`config.mk`:
```
export PLATFORM = sky130hd
export DESIGN_NAME = seven_segment_controller
export DESIGN_NICKNAME = d
export VERILOG_FILES = /design/src/rtl/ssd_pkg.sv /design/src/rtl/seven_segment_controller_refresh_timer.sv /design/src/rtl/seven_segment_controller.sv
export SDC_FILE = /design/constraint.sdc
export NUM_CORES = 1
export LEC_CHECK = 0
export ABC_AREA = 1
export ABC_CLOCK_PERIOD_IN_PS = 5940
export CAP_MARGIN = 15
export CORE_ASPECT_RATIO = 1.2
export CORE_MARGIN = 10
export CORE_UTILIZATION = 36
export CTS_BUF_LIST = sky130_fd_sc_hd__clkbuf_8
export CTS_CLUSTER_SIZE = 25
export DETAILED_ROUTE_END_ITERATION = 10
export PLACE_DENSITY_LB_ADDON = 0.3
export SLEW_MARGIN = 15
export SYNTH_ARGS = -nofsm -noshare
export SYNTH_HDL_FRONTEND = slang
export SYNTH_SLANG_ARGS = --single-unit
```
`constraint.sdc`:
```
create_clock -name clk -period 5.94 [get_ports clk]
set_clock_uncertainty 0.15 [all_clocks]
set_input_delay 1.188 -clock clk [delete_from_list [all_inputs] [get_ports clk]]
set_output_delay 1.188 -clock clk [all_outputs]
set_load 0.05 [all_outputs]
```
`src/rtl/ssd_pkg.sv`:
```
// Shared definitions for the seven-segment display controller.
//   NUM_DIGITS  number of multiplexed digits
//   SEG_BLANK   segment pattern with every segment off (low-asserted)
//   hex_to_seg  nibble -> low-asserted segment pattern, [6]=A .. [0]=G
//   digit_idx_t index of the digit currently driven
package ssd_pkg;

    localparam int NUM_DIGITS = 8;
    localparam logic [6:0] SEG_BLANK = 7'h7F;

    typedef logic [2:0] digit_idx_t;

    function automatic logic [6:0] hex_to_seg(input logic [3:0] nib);
        logic [6:0] seg;
        case (nib)
            4'h0: seg = 7'h01;
            4'h1: seg = 7'h4F;
            4'h2: seg = 7'h12;
            4'h3: seg = 7'h06;
            4'h4: seg = 7'h4C;
            4'h5: seg = 7'h24;
            4'h6: seg = 7'h20;
            4'h7: seg = 7'h0F;
            4'h8: seg = 7'h00;
            4'h9: seg = 7'h04;
            4'hA: seg = 7'h08;
            4'hB: seg = 7'h60;
            4'hC: seg = 7'h31;
            4'hD: seg = 7'h42;
            4'hE: seg = 7'h30;
            default: seg = 7'h38;
        endcase
        return seg;
    endfunction

endpackage

```
`src/rtl/seven_segment_controller_refresh_timer.sv`:
```
// Refresh timer: holds each digit for DIGIT_CLOCKS clocks and steps 0..7.
//   clk, rst     clock, asynchronous active-high reset
//   digit_idx    digit currently being refreshed
//   frame_done   registered pulse, high during the last clock of digit 7
module seven_segment_refresh_timer
    import ssd_pkg::*;
#(
    parameter int DIGIT_CLOCKS = 2
) (
    input  logic       clk,
    input  logic       rst,
    output logic [2:0] digit_idx,
    output logic       frame_done
);

    localparam int TICK_W = (DIGIT_CLOCKS > 2) ? $clog2(DIGIT_CLOCKS) : 1;

    logic [TICK_W-1:0] tick;
    logic              tc;

    assign tc = (tick == TICK_W'(DIGIT_CLOCKS - 1));

    always_ff @(posedge clk or posedge rst) begin
        if (rst) begin
            tick       <= '0;
            digit_idx  <= '0;
            frame_done <= 1'b0;
        end else begin
            // Registered alongside the output stage, so the pulse lines up
            // with the final anode-7 cycle seen on the pins.
            frame_done <= tc && (digit_idx == digit_idx_t'(NUM_DIGITS - 1));
            if (tc) begin
                tick      <= '0;
                digit_idx <= digit_idx + 3'd1;
            end else begin
                tick <= tick + TICK_W'(1);
            end
        end
    end

endmodule

```
`src/rtl/seven_segment_controller.sv`:
```
// Time-multiplexed driver for an 8-digit low-asserted seven-segment display.
//   clk, rst     clock, asynchronous active-high reset
//   display_val  nibble i shown on digit i (digit 0 rightmost)
//   dp_in        per-digit decimal point request
//   blank        per-digit blanking (anode still cycles)
//   load         1-cycle strobe capturing display_val/dp_in/blank
//   segments     low-asserted segments, [6]=A .. [0]=G
//   dp           low-asserted decimal point
//   anode        low-asserted digit enables
//   frame_done   pulse on the last clock of digit 7
// Build option: SSD_LEADING_ZERO_BLANK_EN auto-blanks leading zero digits
// (digit 0 is never auto-blanked).
module seven_segment_controller
    import ssd_pkg::*;
#(
    parameter int CLK_FREQUENCY = 100_000_000,
    parameter int REFRESH_RATE  = 200
) (
    input  logic        clk,
    input  logic        rst,
    input  logic [31:0] display_val,
    input  logic [7:0]  dp_in,
    input  logic [7:0]  blank,
    input  logic        load,
    output logic [6:0]  segments,
    output logic        dp,
    output logic [7:0]  anode,
    output logic        frame_done
);

    localparam int DIGIT_CLOCKS = CLK_FREQUENCY / REFRESH_RATE / NUM_DIGITS;

    generate
        if (DIGIT_CLOCKS < 2) begin : g_bad_rate
            $error("seven_segment_controller: DIGIT_CLOCKS must be at least 2");
        end
    endgenerate

    logic [2:0]  digit_idx;

    logic [31:0] active_val, pend_val, val_nxt;
    logic [7:0]  active_dp, pend_dp, dp_nxt;
    logic [7:0]  active_blank, pend_blank, blank_nxt;
    logic        loaded, loaded_nxt;
    logic        pend_valid;

    logic [7:0]  auto_blank;
    logic [3:0]  nib;
    logic        dark;
    logic [6:0]  seg_d;
    logic        dp_d;

    seven_segment_refresh_timer #(
        .DIGIT_CLOCKS(DIGIT_CLOCKS)
    ) u_timer (
        .clk        (clk),
        .rst        (rst),
        .digit_idx  (digit_idx),
        .frame_done (frame_done)
    );

    // The frame_done cycle is the frame boundary: the edge that ends it also
    // launches digit 0, so the swap to new contents lands exactly there.
    // The output stage reads the post-swap values so digit 0 already shows them.
    always_comb begin
        val_nxt    = active_val;
        dp_nxt     = active_dp;
        blank_nxt  = active_blank;
        loaded_nxt = loaded;
        if (frame_done && load) begin
            val_nxt    = display_val;
            dp_nxt     = dp_in;
            blank_nxt  = blank;
            loaded_nxt = 1'b1;
        end else if (frame_done && pend_valid) begin
            val_nxt    = pend_val;
            dp_nxt     = pend_dp;
            blank_nxt  = pend_blank;
            loaded_nxt = 1'b1;
        end
    end

    always_ff @(posedge clk or posedge rst) begin
        if (rst) begin
            pend_val   <= '0;
            pend_dp    <= '0;
            pend_blank <= '0;
            pend_valid <= 1'b0;
        end else if (load && !frame_done) begin
            pend_val   <= display_val;
            pend_dp    <= dp_in;
            pend_blank <= blank;
            pend_valid <= 1'b1;
        end else if (frame_done) begin
            pend_valid <= 1'b0;
        end
    end

    always_ff @(posedge clk or posedge rst) begin
        if (rst) begin
            active_val   <= '0;
            active_dp    <= '0;
            active_blank <= '0;
            loaded       <= 1'b0;
        end else begin
            active_val   <= val_nxt;
            active_dp    <= dp_nxt;
            active_blank <= blank_nxt;
            loaded       <= loaded_nxt;
        end
    end

`ifdef SSD_LEADING_ZERO_BLANK_EN
    always_comb begin
        auto_blank = '0;
        for (int i = 1; i < NUM_DIGITS; i++) begin
            auto_blank[i] = ((val_nxt >> (4 * i)) == 32'd0);
        end
    end
`else
    assign auto_blank = '0;
`endif

    always_comb begin
        nib   = val_nxt[{digit_idx, 2'b00} +: 4];
        // Nothing is lit until the first contents reach the active registers.
        dark  = !loaded_nxt || blank_nxt[digit_idx] || auto_blank[digit_idx];
        seg_d = dark ? SEG_BLANK : hex_to_seg(nib);
        dp_d  = dark || !dp_nxt[digit_idx];
    end

    always_ff @(posedge clk or posedge rst) begin
        if (rst) begin
            anode    <= 8'hFF;
            segments <= SEG_BLANK;
            dp       <= 1'b1;
        end else begin
            anode    <= ~(8'b1 << digit_idx);
            segments <= seg_d;
            dp       <= dp_d;
        end
    end

endmodule

```
### After elaboration in Yosys (flattened, before gate mapping)

Memory sizes are Yosys's and may differ from the RTL's.
Cells that the tools add are included.
Widths: inputs -> output; s select.

* add/subtract/negate cells: 2
* equality and inequality tests: 2
* bitwise logic cells: 1
* muxes and demuxes: 17
* shifts and indexed selects: 2
* reduce and logical (&&, ||, !) cells: 11
* magnitude comparators: 1

Operators with widths (count)
* $mux 32: 2
* $mux 8: 4
* $shiftx 32x6->4: 1
* $add 16x1->16 const B: 1
* $eq 16x16->1 const B: 1
* $mux 16: 1
* $not 8->8: 1
* $shl 1x3->8 const A: 1
* $mux 1: 7
* $mux 7: 1
* $bmux 1 s3: 2
* $logic_and 1x1->1: 4
* $lt 3x4->1 const B: 1
* $add 3x1->3 const B: 1
* $eq 3x3->1 const B: 1
* $logic_not 1->1: 3
* $logic_or 1x1->1: 3
* $reduce_bool 2->1: 1

* register bits after elaboration: 134
* memories: 2
* word-level logic and storage cells: 52
* output and inout bits: 17
* bits in read-only memories: 120
* bits of input ports: 51

Memories
* (no name shown): words 16, width 7, rd ports 1, clocked after Yosys merged registers in 0, write ports 0, RTL line ssd_pkg.sv:15 `case (nib)`
* (no name shown): words 8, width 1, rd ports 1, clocked after Yosys merged registers in 0, write ports 0, RTL line seven_segment_controller.sv:127 `dark = !loaded_nxt || blank_nxt[digit_idx] || auto_blank[digit_idx];`

### Longest topological paths before layout

* depth after elaboration: 8
* mapped depth: 16

### Cells and area by module

A second synthesis with hierarchy kept.

* cells, all modules: 852
* area, all modules: 6912.9 µm²

Modules (own cells, without submodules)
* seven_segment_controller: seq. area each 2872.8 µm², area an instance 5771.8 µm², cells an instance 697, instances 1
* seven_segment_refresh_timer: seq. area each 500.5 µm², area an instance 1141.1 µm², cells an instance 155, instances 1

### Worst setup path before layout

Ideal clock, no wire load.

* path type: in2reg
* start: input port load
* end: register segments[5]
* stages: 13
* arrival time: 2.501 ns
* setup slack: 3.212 ns
* cells stage by stage: nand2_4 inv_2 buf_2 nand2_1 nand3_1 nand3_1 nand3_1 nand2_1 ha_1 nand3_1 nor2_1 nor2_1 nand2_1

* word-level cells in the longest chain between the ends: 7

RTL lines
* from (decl): RTL line seven_segment_controller.sv:24 `input logic load,`
* $logic_and 1x1->1 *: RTL line seven_segment_controller.sv:70 `if (frame_done && load) begin`
* branches (longest 5 deep; another with $mem_v2 16x7)
* $mux 7 *: RTL line seven_segment_controller.sv:128 `seg_d = dark ? SEG_BLANK : hex_to_seg(nib);`
* named net seg_d[5]: RTL line seven_segment_controller.sv:50 `logic [6:0] seg_d;`
* to (signal assigned): RTL line seven_segment_controller.sv:139 `segments <= seg_d;`
* to (decl): RTL line seven_segment_controller.sv:25 `output logic [6:0] segments,`

Mark *: on every way through the listed nets, which the timed path passes. The select of a mux whose other input is x is not followed.
A chain may end at the register's enable or synchronous reset.

### Worst setup path in the final report

Ends and elaborated chain as after synthesis.

==> metrics list <==
- The worst pin sits at a relative slew slack of 41.63%.
* Via count of the first global-routing pass: 5228
* Peak supply drop: approximately 0.14 mV
- Proportion of synthesized chip area in sequential cells: 50.31%
- CTS HTree Levels: 4
- The final count of pins violating max slew came to 0.
- Overall die area: ~25000 um2
- For the final routed database, the setup TNS stands at 0 ns.
- Later-pin clock latency in the skew report: between 0.4 and 0.5 ns
- Post-CTS resize count: 0
- Final standard cell utilization of the core: 43.28%
- Cell area after synthesis: 6705 um2
- Worst min-delay path category: reg -> reg
* Die Y: 169.5 um
- After clock tree synthesis, the clock-pin slew on the worst setup and hold paths is 0.08 ns.
- Setup repair after global routing left no endpoint under its margin.
- Via/cell ratio: 4.880
- Filler Cells Inserted: 1821
- Setup Crit Path Kind: in -> reg
* Initial antenna violation count: 0
- Share of the cycle needed by the critical path after routing: 66.22%
- For the worst setup path, the data required time is 6.17 ns.
* Final antenna diode count: 0
- Horizontal extent of the die: 144.6 um
- DRC violation total after the first TritonRoute iteration: approximately 340
* Residual DRC count: 0
- In this run the deepest clock path goes through 2 buffers.
- Initial standard-cell utilization of the core: 36.76%
- Largest fanout on the critical path: 72
- Summed over all layers, the routed wires come to 16260 um.
* Switching Power: 0.4322 mW
- Wire length of the first global-routing pass: 26760 um
* DR pass1 iterations: 5
- Per-instance average area after synthesis: between 8 and 9 um2
- Per report_power, the sequential group accounts for about half of the total.
* Final non-filler cell area: 7895 um2
- Summing internal, switching and leakage power gives 1.860 mW.
* Detail Route Antenna Nets: 0
* Clock group share of total power: 42.9%
* Yosys warning total: 0
- Combinational logic is responsible for between 5 and 6% of the overall power.
* Global-route usage over all layers: 13.89%
- Count of standard-cell rows: 54
* Count of state elements after synthesis: between 100 and 150
- Sinks on the clock net: 134
- EDFF count, synth: 0
* Core box area: 18240 um2
- Leading area contributor after synthesis: dfrtp_1
- Number of instances in the synthesized netlist: 789
- The number of nets in the synthesized netlist is 853.
- After detailed placement, the total cell area comes to 7481 um2.
- Clock Tree Root: clkbuf_8
- Routability-driven placement finished with a final weighted congestion of 0.8394.
- Derived from the worst setup path, the maximum achievable clock frequency is 254.2 MHz.
- Area delta synth->final: 17.75%
- Switch share: between 20 and 25%
- The most used flip-flop cell after synthesis is dfrtp_1.
* Worst Path Arrival: 4.16 ns
* Clock tree from TritonCTS: yes
- Synth async-reset ratio: 100.0%
- Subtracting the final worst setup slack from the clock period gives 3.934 ns.
- Cell area power density: 235.6 nW/um2
* Number of buffers inserted for hold repair after clock tree synthesis: 0
- Entering global routing, the biggest net connects 73 pins.
- Setup Fix Bufs, Post-CTS: 0
* Area contributors post-synth: dfrtp_1, nand2_1, nand3_1, dfstp_2, inv_1
- Leakage: 3.931 nW
* Cell internal power dissipation: 1.428 mW
* CTS buffer count: 17
* Count of buffers from port buffering: 67
- The tool flagged a number of max-cap violations equal to 0.
* Nets: 906
* Synth top area share: 44.04%
- I/O pin count: roughly 70
- Half-perimeter wire length after placement: ~11000 um
- For the pin with the worst max-slew slack, the measured transition is a little under 0.9 ns.
- Dividing the detail-routed wire length by the instance count gives 15.07 um.
- Fraction of layout instances using a drive strength above 1: between 10% and 20%
- The most common cell in the synthesized netlist is nand2_1.
- Global route total overflow: 0
- In the synthesized netlist, the cells that appear most often are nand2_1, dfrtp_1, nand3_1.
* Kind of start point of the critical path: input pin
- Total via count in the routed design: 5266
- The final hold violation count is 0.
* Number of distinct standard cells referenced by the synthesized netlist: 34
* Category of the worst setup path capture point: flop
- Result of the run: completed
- Setup violations remaining at the end of the flow were counted as 0.
[state kept, by name, indices dropped and copies added, names as in the netlist, 7 cells and up]
signal	cells
u_timer.tick	16
active_dp	8
active_blank	8
pend_dp	8
anode	8
pend_val	32
active_val	32
pend_blank	8
segments	7
[worst max-delay path, stage by stage]
cell	delay (ns)
clkdlybuf4s50_1	0.52
nand2_4	0.44
inv_2	0.69
nand2_1	0.15
nand3_1	0.12
nand3_1	0.10
nand3_1	0.12
nand2_1	0.17
ha_1	0.33
nand3_1	0.10
nor2_1	0.06
nor2_1	0.09
nand2_1	0.07
[path summary, 6_finish.rpt]
path,from,end,slack (ns),cells after the start
max in group asynchronous,rst,segments[6]$_DFF_PP1_,3.51,3
min in group asynchronous,rst,pend_dp[0]$_DFFE_PP0P_,1.11,2
max reg2reg,u_timer.frame_done$_DFF_PP0_,segments[5]$_DFF_PP1_,2.51,12
min,u_timer.tick[0]$_DFF_PP0_,u_timer.tick[0]$_DFF_PP0_,0.31,1
max,load,segments[5]$_DFF_PP1_,2.01,13
min reg2reg,u_timer.tick[0]$_DFF_PP0_,u_timer.tick[0]$_DFF_PP0_,0.31,1
[power by group through the flow]
stage	clock, mW	sequential, mW	combinational (mW)
after global routing	0.854	0.959	0.120
after global placement	0	0.972	0.108
after detailed placement	0	0.973	0.109
after CTS	0.817	0.956	0.110
after floorplan	0	0.970	0.0536
final	0.797	0.956	0.107
[metrics by stage]
stage	hold slack, ns	setup WS [ns]	std cells
2_1_floorplan	0.2744	1.046	789
6_report	0.3062	2.006	1079
3_3_place_gp	0.2938	1.611	1047
5_1_grt	0.3403	1.766	1079
4_1_cts	0.3097	2.037	1079
3_5_place_dp	0.2990	1.539	1047
[routing by layer]
metal | wire length (um) | global-route usage [%] | vias to the layer above
met5 | 0 | 0 | -
met4 | 217 | 5.238 | 0
met3 | 812 | 4.115 | 15
met2 | 8103 | 23.07 | 104
met1 | 7130 | 16.53 | 2487
li1 | - | - | 2660
[layout make-up]
class	count	area, um2	share of cell area (%)
multi-input combinational	519	2746	34.79
timing repair buffer	72	708.2	8.970
sequential	134	3373	42.73
inverter	98	372.9	4.723
tap	224	280.3	3.550
clock buffer	19	261.5	3.312
clock inverter	13	152.6	1.933
[cell families after synthesis]
family	Yosys count	share of synthesized area (%)
AO/OA/AOI/OAI	80	7.726
XOR/XNOR	9	1.176
multiplexers	20	3.359
buffers and inverters	136	8.733
AND/OR/NAND/NOR	397	26.27
flip-flops	134	50.31
adder cells (fa/ha/maj)	13	2.426
[cell usage in the layout, fill, tap and decap left out, drive strengths merged]
master and instances:
nor2 48, o21a 6, buf 5, dfrtp 118, ha 13, o211ai 20, and3 1, xor2 9
clkdlybuf4s50 67, or2 1, mux2 20, clkinvlp 2, o21ai 22, a21oi 22, inv 98, nand4 5
o22ai 8, bufinv 3, nand2 208, nor3 7, clkbuf 19, nand3 120, nor4 7, clkinv 8
a31oi 2, dfstp 16
Note: power is estimated with default switching activity, not from simulation.
